$ cat src/rtl/eth_tx_clk_rst_gen.sv
// eth_tx_clk_rst_gen: gtx and quarter-period-shifted RGMII PHY TX clocks with glitch-free speed switching
//   clk_i/reset_i        : reference clock, async active-high reset
//   speed_i              : requested speed (00 1G, 01 100M, 10 10M, 11 ignored), async
//   gtx_clk_r_o          : registered MAC-side TX clock
//   phy_tx_clk_oddr_r_o  : ODDR pair, [0] rising half, [1] falling half of each clk_i cycle
//   gtx_rst_r_o          : gtx-domain reset, active-high
//   speed_r_o / ready_o  : speed in effect / clocks running with reset released
module eth_tx_clk_rst_gen #(
  parameter int half_period_1g_p   = 1,
  parameter int half_period_100m_p = 5,
  parameter int half_period_10m_p  = 50,
  parameter int hold_cycles_p      = 8,
  parameter int sync_stages_p      = 2
) (
  input  logic       clk_i,
  input  logic       reset_i,
  input  logic [1:0] speed_i,
  output logic       gtx_clk_r_o,
  output logic [1:0] phy_tx_clk_oddr_r_o,
  output logic       gtx_rst_r_o,
  output logic [1:0] speed_r_o,
  output logic       ready_o
);
  localparam int h12_lp = half_period_1g_p > half_period_100m_p ? half_period_1g_p : half_period_100m_p;
  localparam int hmax_lp = h12_lp > half_period_10m_p ? h12_lp : half_period_10m_p;
  localparam int cw_lp = $clog2(2 * hmax_lp + 1);
  localparam int hw_lp = $clog2(hold_cycles_p + 1);
  localparam logic [1:0] HOLD = 2'd0, RUN = 2'd1, DRAIN = 2'd2;
  logic [sync_stages_p-1:0][1:0] r_sync;
  logic [1:0] r_state, w_state_n, r_p, w_p_n, w_speed_n, w_speed_s, w_phy_n;
  logic [hw_lp-1:0] r_hold, w_hold_n;
  logic [cw_lp-1:0] r_cnt, w_cnt_n, w_h;
  logic [cw_lp:0] w_s0, w_s1, w_h1, w_h3;
  logic w_req, w_last, w_rst_n, w_run_n, w_gtx_n;
  assign w_speed_s = r_sync[sync_stages_p-1];
  assign w_h = speed_r_o == 2'b01 ? cw_lp'(half_period_100m_p) :
               speed_r_o == 2'b10 ? cw_lp'(half_period_10m_p) : cw_lp'(half_period_1g_p);
  assign w_req = w_speed_s != 2'b11 && w_speed_s != speed_r_o;
  assign w_last = r_cnt == (w_h << 1) - cw_lp'(1);
  assign ready_o = r_state != HOLD && !gtx_rst_r_o;
  always_comb begin
    w_state_n = r_state;
    w_hold_n = '0;
    w_cnt_n = w_last ? '0 : r_cnt + cw_lp'(1);
    w_p_n = w_last && r_p != 2'd2 ? r_p + 2'd1 : r_p;
    w_speed_n = speed_r_o;
    w_rst_n = gtx_rst_r_o;
    if (r_state == HOLD) begin
      w_cnt_n = '0;
      w_p_n = '0;
      w_rst_n = 1'b1;
      if (w_req) w_speed_n = w_speed_s;
      else if (r_hold == hw_lp'(hold_cycles_p - 1)) w_state_n = RUN;
      else w_hold_n = r_hold + hw_lp'(1);
    end else if (r_state == RUN) begin
      w_state_n = w_req ? DRAIN : RUN;
      // release on the edge where cnt becomes H in period 1: a gtx falling edge after two rising edges
      w_rst_n = gtx_rst_r_o && !(r_p == 2'd1 && r_cnt == w_h - cw_lp'(1));
    end else if (w_last) begin
      w_state_n = HOLD;
      w_cnt_n = '0;
      w_p_n = '0;
      w_rst_n = 1'b1;
    end
    // outputs are registered from the next count so they line up with r_cnt in the same cycle
    w_run_n = w_state_n != HOLD;
    w_s0 = {w_cnt_n, 1'b0};
    w_s1 = {w_cnt_n, 1'b1};
    w_h1 = {1'b0, w_h};
    w_h3 = w_h1 + (w_h1 << 1);
    w_gtx_n = w_run_n && w_cnt_n < w_h;
    w_phy_n = {w_run_n && w_s1 >= w_h1 && w_s1 < w_h3, w_run_n && w_s0 >= w_h1 && w_s0 < w_h3};
  end
  always_ff @(posedge clk_i or posedge reset_i) begin
    if (reset_i) begin
      r_sync <= '0;
      r_state <= HOLD;
      r_hold <= '0;
      r_cnt <= '0;
      r_p <= '0;
      gtx_clk_r_o <= 1'b0;
      phy_tx_clk_oddr_r_o <= 2'b00;
      gtx_rst_r_o <= 1'b1;
      speed_r_o <= 2'b00;
    end else begin
      r_sync[0] <= speed_i;
      for (int i = 1; i < sync_stages_p; i++) r_sync[i] <= r_sync[i-1];
      r_state <= w_state_n;
      r_hold <= w_hold_n;
      r_cnt <= w_cnt_n;
      r_p <= w_p_n;
      gtx_clk_r_o <= w_gtx_n;
      phy_tx_clk_oddr_r_o <= w_phy_n;
      gtx_rst_r_o <= w_rst_n;
      speed_r_o <= w_speed_n;
    end
  end
endmodule

$ cat config.mk
export PLATFORM = sky130hd
export DESIGN_NAME = eth_tx_clk_rst_gen
export DESIGN_NICKNAME = d
export VERILOG_FILES = /design/src/rtl/eth_tx_clk_rst_gen.sv
export SDC_FILE = /design/constraint.sdc
export NUM_CORES = 1
export LEC_CHECK = 0
export ABC_AREA = 0
export BUFFER_PORTS_ARGS = -buffer_cell sky130_fd_sc_hd__buf_4
export CELL_PAD_IN_SITES_DETAIL_PLACEMENT = 2
export CELL_PAD_IN_SITES_GLOBAL_PLACEMENT = 2
export CORE_ASPECT_RATIO = 0.6
export CORE_MARGIN = 2
export CORE_UTILIZATION = 35
export DETAILED_ROUTE_END_ITERATION = 6
export PLACE_DENSITY_LB_ADDON = 0.1
export SLEW_MARGIN = 20
export SYNTH_ARGS = -nofsm -noshare
export SYNTH_HDL_FRONTEND = slang
export SYNTH_SLANG_ARGS = --single-unit
$ cat constraint.sdc
create_clock -name clk_i -period 3.92 [get_ports clk_i]
set_input_delay 0.196 -clock clk_i [delete_from_list [all_inputs] [get_ports clk_i]]
set_output_delay 0.196 -clock clk_i [all_outputs]
set_load 0.05 [all_outputs]
; Yosys cells after proc, flatten, opt, wreduce, memory -nomap -nowiden
; Index checks and enable logic that the tools add are counted.
; Widths: inputs -> output; s select.
[classes]
order_cmp = 5
n_mux = 22
reduce_logical = 17
eq_ne = 10
addsub = 6
[op_table]
columns = op, n
row1 = $mux 7, 4
row2 = $mux 2, 10
row3 = $ge 8x6->1, 2
row4 = $lt 8x8->1, 2
row5 = $eq 7x7->1, 2
row6 = $mux 4, 3
row7 = $mux 6, 2
row8 = $logic_and 1x1->1, 10
row9 = $add 6x7->8, 1
row10 = $add 7x1->7 const B, 1
row11 = $lt 7x6->1, 1
row12 = $sub 6x1->7 const B, 1
row13 = $sub 7x1->7 const B, 1
row14 = $eq 2x1->1 const B, 3
row15 = $add 4x1->4 const B, 1
row16 = $eq 4x3->1 const B, 1
row17 = $ne 2x2->1 const B, 2
row18 = $reduce_bool 2->1, 2
row19 = $mux 1, 3
row20 = $reduce_bool 3->1, 1
row21 = $add 2x1->2 const B, 1
row22 = $eq 2x2->1 const B, 1
row23 = $logic_not 1->1, 2
row24 = $logic_not 2->1, 1
row25 = 2 further kinds, 2
[totals]
wordCells = 70
ff_bits = 25
in_bits = 4
output_inout_bits = 7

; Depth between registers and ports, before layout
; Gate-level depths: netlist of the first run.
[logic_depth]
depth_word = 12
ltp_mapped = 13
depth_no_buf = 12

; Least setup slack after synthesis of the first run
; Ideal clock, no wire load.
[synth_timing]
kind = flip-flop to flip-flop
start = reg speed_r_o[0]
end = reg phy_tx_clk_oddr_r_o[0]
required_time_ns = 3.798
slack_ns = 0.702
path_buffers = 1
synth_period_minus_slack_ns = 3.218
arrival_ns = 3.096
setup_time_ns = 0.122
stages_incl_launch_ff = 13
cell_sequence = dfrtp_1 -> inv_1 -> ha_1 -> clkbuf_1 -> xnor2_1 -> o2111a_2 -> a21oi_1 -> and2_1 -> ha_1 -> a21o_1 -> a21oi_1 -> a211oi_1 -> a2111oi_1
[synth_via]
elab_chain_len = 12
[synth_rtl]
columns = item, line_no
row1 = from (decl), 21  ; output logic [1:0] speed_r_o,
row2 = from (signal assigned), 95  ; speed_r_o <= w_speed_n;
row3 = $eq 2x2->1, 37  ; speed_r_o == 2'b10 ? cw_lp'(half_period_10m_p) : cw_lp'(half_period_1g_p);
row4 = $mux 6, 37
row5 = $mux 6 (*), 36  ; assign w_h = speed_r_o == 2'b01 ? cw_lp'(half_period_100m_p) :
row6 = $sub 7x1->7 (*), 39  ; assign w_last = r_cnt == (w_h << 1) - cw_lp'(1);
row7 = $eq 7x7->1 (*), 39
row8 = $mux 7, 44  ; w_cnt_n = w_last ? '0 : r_cnt + cw_lp'(1);
row9 = $mux 7, 59  ; end else if (w_last) begin
row10 = $mux 7 (*), 55  ; end else if (r_state == RUN) begin
row11 = $mux 7 (*), 48  ; if (r_state == HOLD) begin
row12 = via w_cnt_n[1], 32  ; logic [cw_lp-1:0] r_cnt, w_cnt_n, w_h;
row13 = $ge 8x6->1, 72  ; w_phy_n = {w_run_n && w_s1 >= w_h1 && w_s1 < w_h3, w_run_n && w_s0 >= w_h1 && w_s0 < w_h3};
row14 = $logic_and 1x1->1, 72
row15 = $logic_and 1x1->1 (*), 72
row16 = via w_phy_n[0], 30  ; logic [1:0] r_state, w_state_n, r_p, w_p_n, w_speed_n, w_speed_s, w_phy_n;
row17 = to (signal assigned), 93  ; phy_tx_clk_oddr_r_o <= w_phy_n;
row18 = to (decl), 19  ; output logic [1:0] phy_tx_clk_oddr_r_o,
; The timed path passes the listed nets; every way through them passes the cells marked *.
; A chain may end at the register's enable or synchronous reset.

; Final worst setup path of the first run
[layout_timing]
start = reg speed_r_o[0]
end = reg gtx_clk_r_o
[layout_via]
elab_chain_len = 11
[layout_rtl]
columns = item, line_no
row1 = $eq 2x2->1, 37
row2 = $mux 6, 37
row3 = $mux 6 (*), 36
row4 = $sub 7x1->7 (*), 39
row5 = $eq 7x7->1 (*), 39
row6 = $mux 7, 44
row7 = $mux 7, 59
row8 = $mux 7 (*), 55
row9 = $mux 7 (*), 48
row10 = via w_cnt_n[1], 32
row11 = $lt 7x6->1 (*), 71  ; w_gtx_n = w_run_n && w_cnt_n < w_h;
row12 = $logic_and 1x1->1 (*), 71
row13 = via w_gtx_n, 34  ; logic w_req, w_last, w_rst_n, w_run_n, w_gtx_n;
row14 = to (signal assigned), 92  ; gtx_clk_r_o <= w_gtx_n;
row15 = to (decl), 18  ; output logic gtx_clk_r_o,
; Marked as above.

==> results.cfg, run 1 <==
[logic_synthesis]
synth_sequential_area_ratio = 0.369
syn_area_um2 = 1700
synth_most_common_cell = dfrtp_1
yosys.area.top_type_share = 0.354
mappedNetlistNets = 202
post_synth.cell_area_avg_um2 = 9.70
netlist-cell-type-count = 47
syn_inst = 175
netlist_top_cells_area = dfrtp_1, ha_1, xnor2_1
synthArstFlopShare = 1.00
synth.cells.most_frequent = dfrtp_1, ha_1, nor2_1
dominantRegCellSynth = dfrtp_1
synth_area_leader_cell = dfrtp_1
synthesized_flop_and_latch_total = 25
yosys_warnings = 0
synth_edf_count = 0

[cts]
cts-htree-levels = 1
cts.repair.resized = 0
tritoncts = built
cts-buffers-inserted = 3
clkLatencyLatePin_ns = 0.27
clock_input_transition_at_the_sequential_cells_of_the_worst_setup_and_hold_paths_ns = 0.09
cts.hold.buffers_added = 0
numClockSinks = 25
maximum_count_of_clock_buffers_along_a_single_path = 2
clock_root_buffer = clkbuf_8
post_cts_buffers = 0

[setup_path]
timing.critical_path.arrival_ns = 3.76
timing.critical_path.mode_cell = ha_1
worstPathMaxFanout = 7
cp-end-kind = flop
timing.setup.critical_path_class = reg -> reg
slowest_stage = xnor3_1
start_kind = flop
required_ns = 4.05
critical_path.cell_chain = inv_1 > ha_1 > xnor3_1 > o2111a_2 > a21oi_1 > and2_1 > ha_1 > a21boi_0 > o21ai_0 > o211ai_1 > a2111oi_1
cpPeakStageDelay_ns = 0.48

[timing]
timing.final.crit_share = 0.925
slew-limit-headroom = 0.341
timing.final.max_slew_violations = 0
tns_ns = 0
finalWorstPathRequiredPeriod_ns = 3.63
clock-skew-final_ns = 0.0100
grt_setup_unrepaired = no
final_setup_violation_count = 0
worstMarginPinSlew_ns = 0.988
timing.final.ws_setup_ns = 0.293
maxClockFrequency_ghz = 0.276
final_hold_viol_count = 0

[final_layout]
drive_above_1_share = 0.103
layout-area-overhead-vs-synth_pct = 10.5
nets = 213
num_antenna_cells = 0
final_util = 0.407

[power]
cellPowerDensity_nw_per_um2 = 520
vdd.ir_drop.worst_mv = 0.261
total_leakage_power_nw = 0.833
power_w = 0.000976

[detailed_routing]
remaining_drc_errors = 0
via_count = 1361
first_iter_violations = 62
route.detailed.vias_per_inst = 5.49
ant_nets = 0
dr.pass1.iters = 4
routed_wl_um = 4660
per_cell_routed_wire_length_um = 18.8

[floorplan]
dieHeight_um = 58.0
num_io_pins = 11
fp.dieArea_um2 = 5440
fp-row-count = 19
design.core.area_um2 = 4610
initial_utilization = 0.368
die_width_um = 93.9

[global_route]
grt_overflow = 0
grt_pass1_wl_um = 8010
via_count_of_the_first_global_routing_pass = 1462
groute.usage.overall = 0.196
grt_max_degree = 26
number_of_antenna_violations_at_the_first_check_in_global_routing = 0

[placed_design]
dp_worst_setup_slack_ns = 0.332
global_placer_s_final_weighted_congestion = 0.860
port_buffers = 10
place.detailed.hpwl_um = 3870

[hold_path]
holdCritPathClass = in -> reg

[run_status]
result_of_the_run = finished clean

[run]
cap_violations = 0
stage by stage:
step                instance area [µm²]  instances  hold slack [ns]
floorplan                          1700        175            0.223
global placement                   1830        244            0.307
detailed placement                 1830        244            0.307
CTS                                1880        248           0.0245
global route                       1880        248           0.0168
finish                             1880        248           0.0296
path summary, 6_finish.rpt:
path / to / slack [ns] / depth (start not counted) / start
worst min-delay path: r_sync[0] / 0.03 / 1 / speed_i[0]
worst min register to register: w_speed_s[0] / 0.35 / 0 / r_sync[0]
worst max register to register: gtx_clk_r_o / 0.29 / 11 / speed_r_o[0]
max in group asynchronous: r_hold[1] / 3.16 / 2 / reset_i
worst max-delay path: gtx_clk_r_o / 0.29 / 11 / speed_r_o[0]
min in group asynchronous: r_hold[3] / 0.15 / 2 / reset_i
area by class of cell:
cell class                 count  area [µm²]
timing repair buffer          10        75.1
tap                           63        78.8
multi-input combinational    132         998
fill                         522        2740
clock buffer                   4        45.0
inverter                      14        52.6
sequential                    25         627
metal layers:
metal | global-route usage | vias to the layer above | share of wire
met4 | 0.0248 | 0 | 0.0051
met1 | 0.314 | 690 | 0.56
met5 | 0 | - | 0
met3 | 0.0312 | 5 | 0.020
met2 | 0.283 | 18 | 0.41
li1 | - | 648 | -
report_power, final:
part	leakage [nW]	switching, W	internal [W]	total [W]
clock	0.0228	0.0000840	0.0000728	0.000157
sequential	0.329	0.0000473	0.000294	0.000342
combinational	0.481	0.000302	0.000175	0.000477
total	0.833	0.000434	0.000542	0.000976
kinds of logic after synthesis:
kind of cell             Yosys count  synth area share
AO/OA/AOI/OAI                     43             0.192
XOR/XNOR                          11            0.0649
adder cells (fa/ha/maj)           23             0.169
buffers and inverters             18            0.0427
flip-flops                        25             0.369
AND/OR/NAND/NOR                   55             0.162
sequential cells by signal, indices dropped and copies added, names as in the netlist, 2 cells and up:
name	flops
r_p	2
r_hold	4
phy_tx_clk_oddr_r_o	2
r_cnt	7
speed_r_o	2
w_speed_s	2
r_state	2
r_sync	2
critical path: cells and delay by family, from the launching register on:
kind                     cells  cell delay (ns)
buffers and inverters        1             0.15
AO/OA/AOI/OAI                6             1.53
AND/OR/NAND/NOR              1             0.29
XOR/XNOR                     1             0.48
flip-flops                   1             0.44
adder cells (fa/ha/maj)      2             0.61
placed cells by master (no fill, tap or decap), types with 2 or more instances in the layout:
cell type  count
dfrtp_1       24
nor2_1        15
a221oi_1       2
a21oi_1        6
inv_1         13
clkbuf_8       3
ha_1          23
and3_1         2
nand3_1        7
buf_4         10
a21o_1         2
and2_1         3
or3_1          4
a2111oi_1      3
nor3_1         4
a21boi_0       3
o21ai_0        7
a211oi_1       2
nand2_1        9
o21a_1         3
nand4_1        3
nand2b_1       3
o311ai_1       2
xnor2_1        9
No activity file was read; power rests on OpenSTA's default activity.
==> run 2, diff against run 1 <==
--- a/config.mk
+++ b/config.mk
@@ -11,7 +11,7 @@
 export CELL_PAD_IN_SITES_GLOBAL_PLACEMENT = 2
 export CORE_ASPECT_RATIO = 0.6
 export CORE_MARGIN = 2
-export CORE_UTILIZATION = 35
+export CORE_UTILIZATION = 38
 export DETAILED_ROUTE_END_ITERATION = 6
 export PLACE_DENSITY_LB_ADDON = 0.1
 export SLEW_MARGIN = 20
==> results.cfg, run 2 (synthesis gave the netlist of run 1 again) <==
[placed_design]
global_placer_s_final_weighted_congestion = 0.869
port_buffers = 10
place.detailed.hpwl_um = 4050

[cts]
tritoncts = built
cts-buffers-inserted = 3
clock_input_transition_at_the_sequential_cells_of_the_worst_setup_and_hold_paths_ns = 0.09
maximum_count_of_clock_buffers_along_a_single_path = 2
cts.hold.buffers_added = 0
cts-htree-levels = 1
clkLatencyLatePin_ns = 0.28
clock_root_buffer = clkbuf_8
numClockSinks = 25

[timing]
slew-limit-headroom = 0.366
grt_setup_unrepaired = no
timing.final.crit_share = 0.894
worstMarginPinSlew_ns = 0.945
maxClockFrequency_ghz = 0.285
clock-skew-final_ns = 0.00666
finalWorstPathRequiredPeriod_ns = 3.50
timing.final.max_slew_violations = 0
final_hold_viol_count = 0
tns_ns = 0
final_setup_violation_count = 0

[floorplan]
die_width_um = 90.3
initial_utilization = 0.405
num_io_pins = 11
fp-row-count = 18
fp.dieArea_um2 = 5040
design.core.area_um2 = 4190
dieHeight_um = 55.8

[detailed_routing]
first_iter_violations = 70
per_cell_routed_wire_length_um = 20.6
via_count = 1388
dr.pass1.iters = 4
remaining_drc_errors = 0
route.detailed.vias_per_inst = 5.67
ant_nets = 0
routed_wl_um = 5050

[global_route]
via_count_of_the_first_global_routing_pass = 1520
grt_max_degree = 26
number_of_antenna_violations_at_the_first_check_in_global_routing = 0
grt_overflow = 0
grt_pass1_wl_um = 8270
groute.usage.overall = 0.214

[final_layout]
registers.top_by_ff_count = r_cnt
layout.cells.most_common_list = dfrtp_1, ha_1, nor2_1
multi_input_comb_area_um2 = 1000
nets = 213
final.fill_count = 469
final_util = 0.448
layout-area-overhead-vs-synth_pct = 10.5
num_antenna_cells = 0
drive_above_1_share = 0.108
ff_latch_area_um2 = 627
final_common_cell = dfrtp_1
largest_register_ff_count = 7
registers_with_the_most_flip_flops = r_cnt: 7 flops, r_hold: 4 flops

[setup_path]
cp-end-kind = flop
start_kind = flop
timing.critical_path.arrival_ns = 3.66
worst_r2r_startpoint = speed_r_o[0]
required_ns = 4.07
timing.setup.critical_path_class = reg -> reg
worstPathMaxFanout = 7
crit_start = speed_r_o[0]
rr_worst_depth = 11

[power]
vdd.ir_drop.worst_mv = 0.228
total_leakage_power_nw = 0.829
cellPowerDensity_nw_per_um2 = 534

[run_status]
result_of_the_run = finished clean

[run]
cap_violations = 0

[hold_path]
holdCritPathClass = in -> async
[run 2: changes by cell type in the layout (fill, tap and decap cells not counted), sizes merged]
cell | before | now
inv | 14 | 13
clkinv | 0 | 1
[run 2: final cells by class]
cell class | instances | share of cell area
Tap cell | 60 | 0.0400
Inverter | 14 | 0.0280
Clock buffer | 4 | 0.0240
Timing Repair Buffer | 10 | 0.0400
Multi-Input combinational cell | 132 | 0.534
Sequential cell | 25 | 0.334
[run 2: per-layer routing]
layer  wire [µm]  part of all wire  track usage
met1        2580              0.51        0.311
met5           0                 0            0
met2        2270              0.45        0.330
met3         141             0.028       0.0379
met4          66             0.013       0.0593
[run 2: worst paths after layout]
kind	to	slack, ns
hold reg to reg	w_speed_s[1]	0.36
max in group asynchronous	r_hold[2]	3.47
hold / removal	r_cnt[2]	0.02
setup / recovery	gtx_clk_r_o	0.42
min in group clk_i	r_sync[1]	0.02
setup reg to reg	gtx_clk_r_o	0.42
[run 2: where the power goes]
part	internal (W)	switching [W]
clock network	0.0000729	0.0000864
logic	0.000178	0.000324
registers	0.000295	0.0000454
[run 2: timing repair]
action / CTS / global route
setup buffers: 0 / 0
setup endpoints to repair: 0 / 1
gates resized for setup: 0 / 1
[run 2: stage by stage]
| stage | total power [W] | instance area, µm² | setup WS [ns] | hold WS, ns | instances |
|---|---|---|---|---|---|
| final | 0.00100 | 1880 | 0.416 | 0.0151 | 245 |
| after global routing | 0.00107 | 1880 | 0.115 | 0.0123 | 245 |
| after CTS | 0.00100 | 1870 | 0.261 | 0.0169 | 245 |
| after detailed placement | 0.000834 | 1830 | 0.287 | 0.307 | 241 |
| after global placement | 0.000800 | 1830 | 0.575 | 0.307 | 241 |
| after floorplan | 0.000685 | 1700 | 0.702 | 0.223 | 175 |
[run 2: worst max-delay path: stages (launching register included)]
cell	delay (ns)
dfrtp_1	0.43
inv_1	0.15
ha_1	0.37
xnor3_1	0.49
o2111a_2	0.22
a21oi_2	0.30
and2_1	0.30
ha_1	0.27
a21boi_0	0.12
o21ai_0	0.22
o211ai_1	0.13
a2111oi_1	0.38
